**config.mk**
```make
export PLATFORM = sky130hd
export DESIGN_NAME = fetch_unit
export DESIGN_NICKNAME = d
export VERILOG_FILES = /design/src/rtl/fetch_pkg.sv /design/src/rtl/fetch_fifo.sv /design/src/rtl/fetch_unit.sv
export SDC_FILE = /design/constraint.sdc
export NUM_CORES = 1
export LEC_CHECK = 0
export CAP_MARGIN = 20
export CORE_AREA = 2 2 138 86
export DETAILED_ROUTE_END_ITERATION = 16
export DIE_AREA = 0 0 140 88
export GPL_TIMING_DRIVEN = 0
export PLACE_DENSITY = 0.82
export SETUP_SLACK_MARGIN = 0.15
export SLEW_MARGIN = 10
export SYNTH_ARGS = -nofsm -noshare
export SYNTH_HDL_FRONTEND = slang
export SYNTH_SLANG_ARGS = --single-unit
```
**constraint.sdc**
```tcl
create_clock -name clk -period 3.1 [get_ports clk]
set_input_delay 0.31 -clock clk [delete_from_list [all_inputs] [get_ports clk]]
set_output_delay 0.31 -clock clk [all_outputs]
set_load 0.05 [all_outputs]
```
**src/rtl/fetch_pkg.sv**
```systemverilog
// Shared types for the instruction fetch unit: widths, FSM state encoding and
// the buffered {pc, instr} entry.
package fetch_pkg;

    localparam int PC_W    = 16;
    localparam int INSTR_W = 16;

    typedef enum logic [1:0] {
        IDLE    = 2'd0,
        REQ     = 2'd1,
        DISCARD = 2'd2
    } fetch_state_t;

    typedef struct packed {
        logic [PC_W-1:0]    pc;
        logic [INSTR_W-1:0] instr;
    } fetch_entry_t;

    // Fetches are halfword granular, so redirect targets drop bit 0.
    function automatic logic [PC_W-1:0] halfword_align(input logic [PC_W-1:0] a);
        return a & ~PC_W'(1);
    endfunction

endpackage

```
**src/rtl/fetch_fifo.sv**
```systemverilog
// Synchronous instruction buffer with flush and a registered head entry.
// head/head_valid always reflect the oldest stored entry, one cycle after it lands.
module fetch_fifo
    import fetch_pkg::*;
#(
    parameter int DEPTH = 2
) (
    input  logic                   clk,
    input  logic                   reset,
    input  logic                   flush,
    input  logic                   push,
    input  fetch_entry_t           wdata,
    input  logic                   pop,
    output fetch_entry_t           head,
    output logic                   head_valid,
    output logic [$clog2(DEPTH):0] level_next
);

    localparam int PTR_W = $clog2(DEPTH);
    localparam int CNT_W = PTR_W + 1;

    fetch_entry_t     mem [DEPTH];
    logic [PTR_W-1:0] rd_ptr, wr_ptr, rd_ptr_next, wr_ptr_next;
    logic [CNT_W-1:0] count, remain;
    logic             do_push, do_pop;

    always_comb begin
        do_pop      = pop && (count != '0);
        do_push     = push && (count != CNT_W'(DEPTH)) && !flush;
        remain      = count - CNT_W'(do_pop);
        level_next  = flush ? '0 : remain + CNT_W'(do_push);
        rd_ptr_next = flush ? '0 : rd_ptr + PTR_W'(do_pop);
        wr_ptr_next = flush ? '0 : wr_ptr + PTR_W'(do_push);
    end

    always_ff @(posedge clk) begin
        if (do_push) begin
            mem[wr_ptr] <= wdata;
        end
    end

    // A push into a buffer that is empty after this cycle's pop bypasses
    // storage straight into the head register.
    always_ff @(posedge clk or negedge reset) begin
        if (!reset) begin
            rd_ptr     <= '0;
            wr_ptr     <= '0;
            count      <= '0;
            head       <= '0;
            head_valid <= 1'b0;
        end else begin
            rd_ptr     <= rd_ptr_next;
            wr_ptr     <= wr_ptr_next;
            count      <= level_next;
            head_valid <= (level_next != '0);
            if (!flush) begin
                if (remain == '0 && do_push) begin
                    head <= wdata;
                end else if (remain != '0) begin
                    head <= mem[rd_ptr_next];
                end
            end
        end
    end

endmodule

```
**src/rtl/fetch_unit.sv**
```systemverilog
// Instruction fetch: PC sequencing, single-outstanding memory request FSM and
// redirect handling, feeding the fetch_fifo instruction buffer.
//   state   | meaning
//   IDLE    | after reset, no request issued
//   REQ     | issuing/holding requests while the buffer has room
//   DISCARD | redirected with a request in flight; wait for its ack and drop it
module fetch_unit
    import fetch_pkg::*;
#(
    parameter logic [15:0] RESET_PC   = 16'h0000,
    parameter int          FIFO_DEPTH = 2
) (
    input  logic               clk,
    input  logic               reset,
    output logic               imem_req,
    output logic [PC_W-1:0]    imem_addr,
    input  logic               imem_ack,
    input  logic [INSTR_W-1:0] imem_rdata,
    input  logic               PCSrc,
    input  logic [PC_W-1:0]    branch_target,
    output logic [INSTR_W-1:0] Instr,
    output logic [PC_W-1:0]    instr_pc,
    output logic               instr_valid,
    input  logic               instr_ready
);

    localparam int CNT_W = $clog2(FIFO_DEPTH) + 1;

    fetch_state_t     state;
    logic [PC_W-1:0]  fetch_pc, pc_next, redirect_pc;
    logic             xfer, push, flush, space_next;
    logic [CNT_W-1:0] level_next;
    fetch_entry_t     wr_entry, head;

    always_comb begin
        redirect_pc    = halfword_align(branch_target);
        xfer           = imem_req && imem_ack;
        flush          = PCSrc && (state != IDLE);
        push           = (state == REQ) && xfer && !PCSrc;
        wr_entry.pc    = imem_addr;
        wr_entry.instr = imem_rdata;
        space_next     = level_next < CNT_W'(FIFO_DEPTH);
        if (PCSrc) begin
            pc_next = redirect_pc;
        end else if (push) begin
            pc_next = fetch_pc + PC_W'(2);
        end else begin
            pc_next = fetch_pc;
        end
    end

    // The request is registered from next-cycle buffer occupancy, so a
    // zero-wait memory still sustains one fetch per cycle.
    always_ff @(posedge clk or negedge reset) begin
        if (!reset) begin
            state     <= IDLE;
            fetch_pc  <= RESET_PC;
            imem_req  <= 1'b0;
            imem_addr <= RESET_PC;
        end else begin
            fetch_pc <= pc_next;
            case (state)
                IDLE: begin
                    state     <= REQ;
                    imem_req  <= space_next;
                    imem_addr <= pc_next;
                end
                REQ: begin
                    if (PCSrc && imem_req && !imem_ack) begin
                        state <= DISCARD;
                    end else begin
                        imem_req  <= space_next;
                        imem_addr <= pc_next;
                    end
                end
                DISCARD: begin
                    if (xfer) begin
                        state     <= REQ;
                        imem_req  <= space_next;
                        imem_addr <= pc_next;
                    end
                end
                default: begin
                    state     <= IDLE;
                    imem_req  <= 1'b0;
                    imem_addr <= RESET_PC;
                end
            endcase
        end
    end

    fetch_fifo #(
        .DEPTH(FIFO_DEPTH)
    ) u_fifo (
        .clk       (clk),
        .reset     (reset),
        .flush     (flush),
        .push      (push),
        .wdata     (wr_entry),
        .pop       (instr_ready),
        .head      (head),
        .head_valid(instr_valid),
        .level_next(level_next)
    );

    assign Instr    = head.instr;
    assign instr_pc = head.pc;

endmodule

```
==> results by group <==
Clocking
  • CTS Buf Count: 17
  • Clk root buf: clkbuf_16
  • Max Buffers Root-to-Sink: 2
  • Hold Buf Count CTS: 1
  • H-tree levels: 4
  • Post_cts resized: 0
  • TritonCTS Sinks: 136
  • CTS tree: done
  • Clk pin slew, worst setup/hold paths: 0.06 ns
  • # Post-CTS Setup Buffers: 0
  • Clock Latency Late Sink: 0.41 ns

Power and ir drop
  • Sequential share of power: 0.316
  • Power density over the cells: 1160 mW/mm^2
  • Leak Pwr: 0.00306 uW
  • Worst VDD drop: 635 uV
  • Pwr Total: 8750 uW
  • Clk pwr share: 0.230
  • Int Power: 5090 uW
  • Sw power: 3660 uW
  • Sw Ratio: 0.419
  • Comb pwr share: 0.454

Synthesis
  • Mapped Nets: 468
  • Top cell type's share of synthesized area: 0.326
  • Yosys reg bits: 136
  • Fraction of registers with async set/reset: 0.529
  • Mapped Cells: 426
  • Syn avg cell area: 13.8 um^2
  • Area contributors post-synth: edfxtp_1 33%, dfrtp_1 31%, o2bb2ai_2 7.4%
  • Synth Flop Type: dfrtp_1
  • Yosys Warn Count: 0
  • Synth unique cells: 48
  • Sequential area share after synthesis: 0.632
  • Yosys top cell by area: edfxtp_1
  • Number of flops mapped to enable cells by yosys: 64
  • Post-synthesis cell area: 0.00589 mm^2

Final layout
  • Final Instance Count excl. Fillers: 688
  • Antenna fix cells: 0
  • Most frequent cells in the layout: 83 x clkdlybuf4s50_1, 72 x dfrtp_1, 64 x edfxtp_1
  • Layout cells sized above 1: 0.149
  • Nets: 573
  • Leading cell type in the layout, fill and taps excluded: clkdlybuf4s50_1
  • Area grow syn2layout: 27.9%

Die
  • Row Count: 30
  • Starting Density: 0.532
  • I/O pin cnt: 87
  • Die Area: 0.0123 mm^2
  • Die width: 140 um
  • Core area: 0.0111 mm^2
  • Die height: 88 um

Global routing
  • Number of global-route vias before repair: 4182
  • Initial antenna violation count: 0
  • Global-route wire length before repair: 23.4 mm
  • Largest net degree at the start of global routing: 49
  • Grt ovf: 0
  • GRT Overall Usage: 0.252

Setup path
  • Critical path class: reg -> reg
  • R2R Setup Slk: 0.40 ns
  • CP Capture Type: register
  • Req. time, crit path: 3.43 ns
  • Worst path cell trace: o21a_1 > ha_1 > or2_1 > a2111oi_2 > clkbuf_1 > a21o_1 > a21oi_1 > o2bb2ai_2
  • Setup crit start: u_fifo.count[1]
  • Reg2reg start: u_fifo.count[1]
  • CP max stage delay: 0.65 ns
  • Register-to-Register Path Depth: 8
  • CP Max Fanout: 10
  • CP Launch Type: register
  • Data arrival, critical path: 3.03 ns
  • Slowest stage cell, crit path: a2111oi_2

Route
  • DR vias: 4112
  • WL final: 14.6 mm
  • Routed vias/inst: 5.98
  • Post-route ant nets: 0
  • Drt pass-1 iters: 13
  • DR WL/cell: 21.2 um
  • Residual DRC: 5
  • Iter 0 DRT Violations: 318

Placed design
  • DPL Wire Length: 9.39 mm
  • Port Buffer Count: 84
  • Placed instance count: 655
  • RePlAce Congestion: 0.885

STA
  • Slew Viols, Final: 0
  • Final min period: 2.70 ns
  • Relative slew slack: 0.422
  • Worst-Margin Slew: 0.866 ns
  • Skew final: 0.00739 ns
  • Final setup vio count: 0
  • Final Hold Fails: 0
  • RSZ-0062 raised after global routing: no
  • Fmax: 370 MHz
  • Final period util: 0.871

Worst hold path
  • Worst Hold Path Cells: 3
  • Worst min-delay path startpoint: PCSrc
  • Hold Path Class: in -> reg

Run status
  • Failing checks: design-rule violations
  • Outcome: finished, violations left

Job
  • Max-cap violation count: 0
-- logic make-up after synthesis --
family                   Yosys count  synth area share
AO/OA/AOI/OAI                    167             0.236
adder cells (fa/ha/maj)            5            0.0106
flip-flops                       136             0.632
XOR/XNOR                          14            0.0208
AND/OR/NAND/NOR                   59            0.0555
buffers and inverters             39            0.0336
multiplexers                       6            0.0108
-- synthesized netlist by cell type (all sizes together), types with 3 or more instances --
| library cell | count |
|---|---|
| or2 | 3 |
| ha | 5 |
| nor3 | 6 |
| buf | 17 |
| dfrtp | 72 |
| a22o | 14 |
| xnor2 | 7 |
| mux2 | 3 |
| edfxtp | 64 |
| o211ai | 33 |
| nand3 | 6 |
| xor2 | 7 |
| mux2i | 3 |
| nand2 | 19 |
| a21o | 32 |
| o2bb2ai | 32 |
| nand2b | 3 |
| inv | 6 |
| nor2 | 5 |
| a21oi | 33 |
| clkbuf | 14 |
| o21ai | 14 |
-- power groups by stage --
stage,sequential (uW),clock (uW),combinational [uW]
detailed placement,2780,0,3920
CTS,2760,2020,3960
floorplan,3600,0,1870
global placement,2760,0,3810
global route,2810,2110,4230
finish,2760,2010,3970
-- routing by layer --
layer | vias to the layer above | track usage | wire length [um] | share of wire
met2 | 184 | 0.403 | 6750 | 0.46
met5 | - | 0 | 0 | 0
li1 | 1844 | - | - | -
met3 | 12 | 0.0623 | 1040 | 0.071
met1 | 2072 | 0.353 | 6690 | 0.46
met4 | 0 | 0.0652 | 97 | 0.0067
-- state kept, by name, indices dropped and copies added (netlist names) --
name               cells
u_fifo.mem            64
u_fifo.head           32
u_fifo.rd_ptr          1
imem_addr             16
state                  2
u_fifo.head_valid      1
u_fifo.wr_ptr          1
fetch_pc              16
u_fifo.count           2
imem_req               1
-- worst max-delay path, delay by kind of cell (launching register included) --
kind / cells / cell delay (ns)
flops: 1 / 0.46
simple gates: 1 / 0.23
buf+inv: 1 / 0.48
compound gates: 5 / 1.22
fa+ha+maj: 1 / 0.23
-- final cells by class --
class	instances	area [um^2]
Clock inverter	10	126
Inverter	8	35.0
Tap cell	144	180
Buffer	31	163
Timing Repair Buffer	86	876
Clock buffer	22	454
Fill cell	751	3540
Multi-Input combinational cell	251	1970
Sequential cell	136	3720
-- path summary, 6_finish.rpt --
check | endpoint
min in group asynchronous | u_fifo.head[23]
worst max-delay path | u_fifo.head[17]
worst max register to register | u_fifo.head[17]
max in group asynchronous | fetch_pc[8]
worst min register to register | u_fifo.head[10]
worst min-delay path | u_fifo.wr_ptr
-- metrics by stage --
step | area, um^2 | hold WS (ns) | setup TNS (ns) | util | setup slack (ns)
after global placement | 6910 | 0.483 | -69.86 | 0.624 | -0.899
after global routing | 7530 | 0.370 | 0 | 0.680 | 0.240
after floorplan | 5890 | 0.0144 | 0 | - | 0.561
after CTS | 7530 | 0.362 | 0 | 0.680 | 0.425
after detailed placement | 6940 | 0.263 | 0 | 0.627 | 0.165
final | 7530 | 0.373 | 0 | 0.680 | 0.400
No activity file was read; power rests on OpenSTA's default activity.
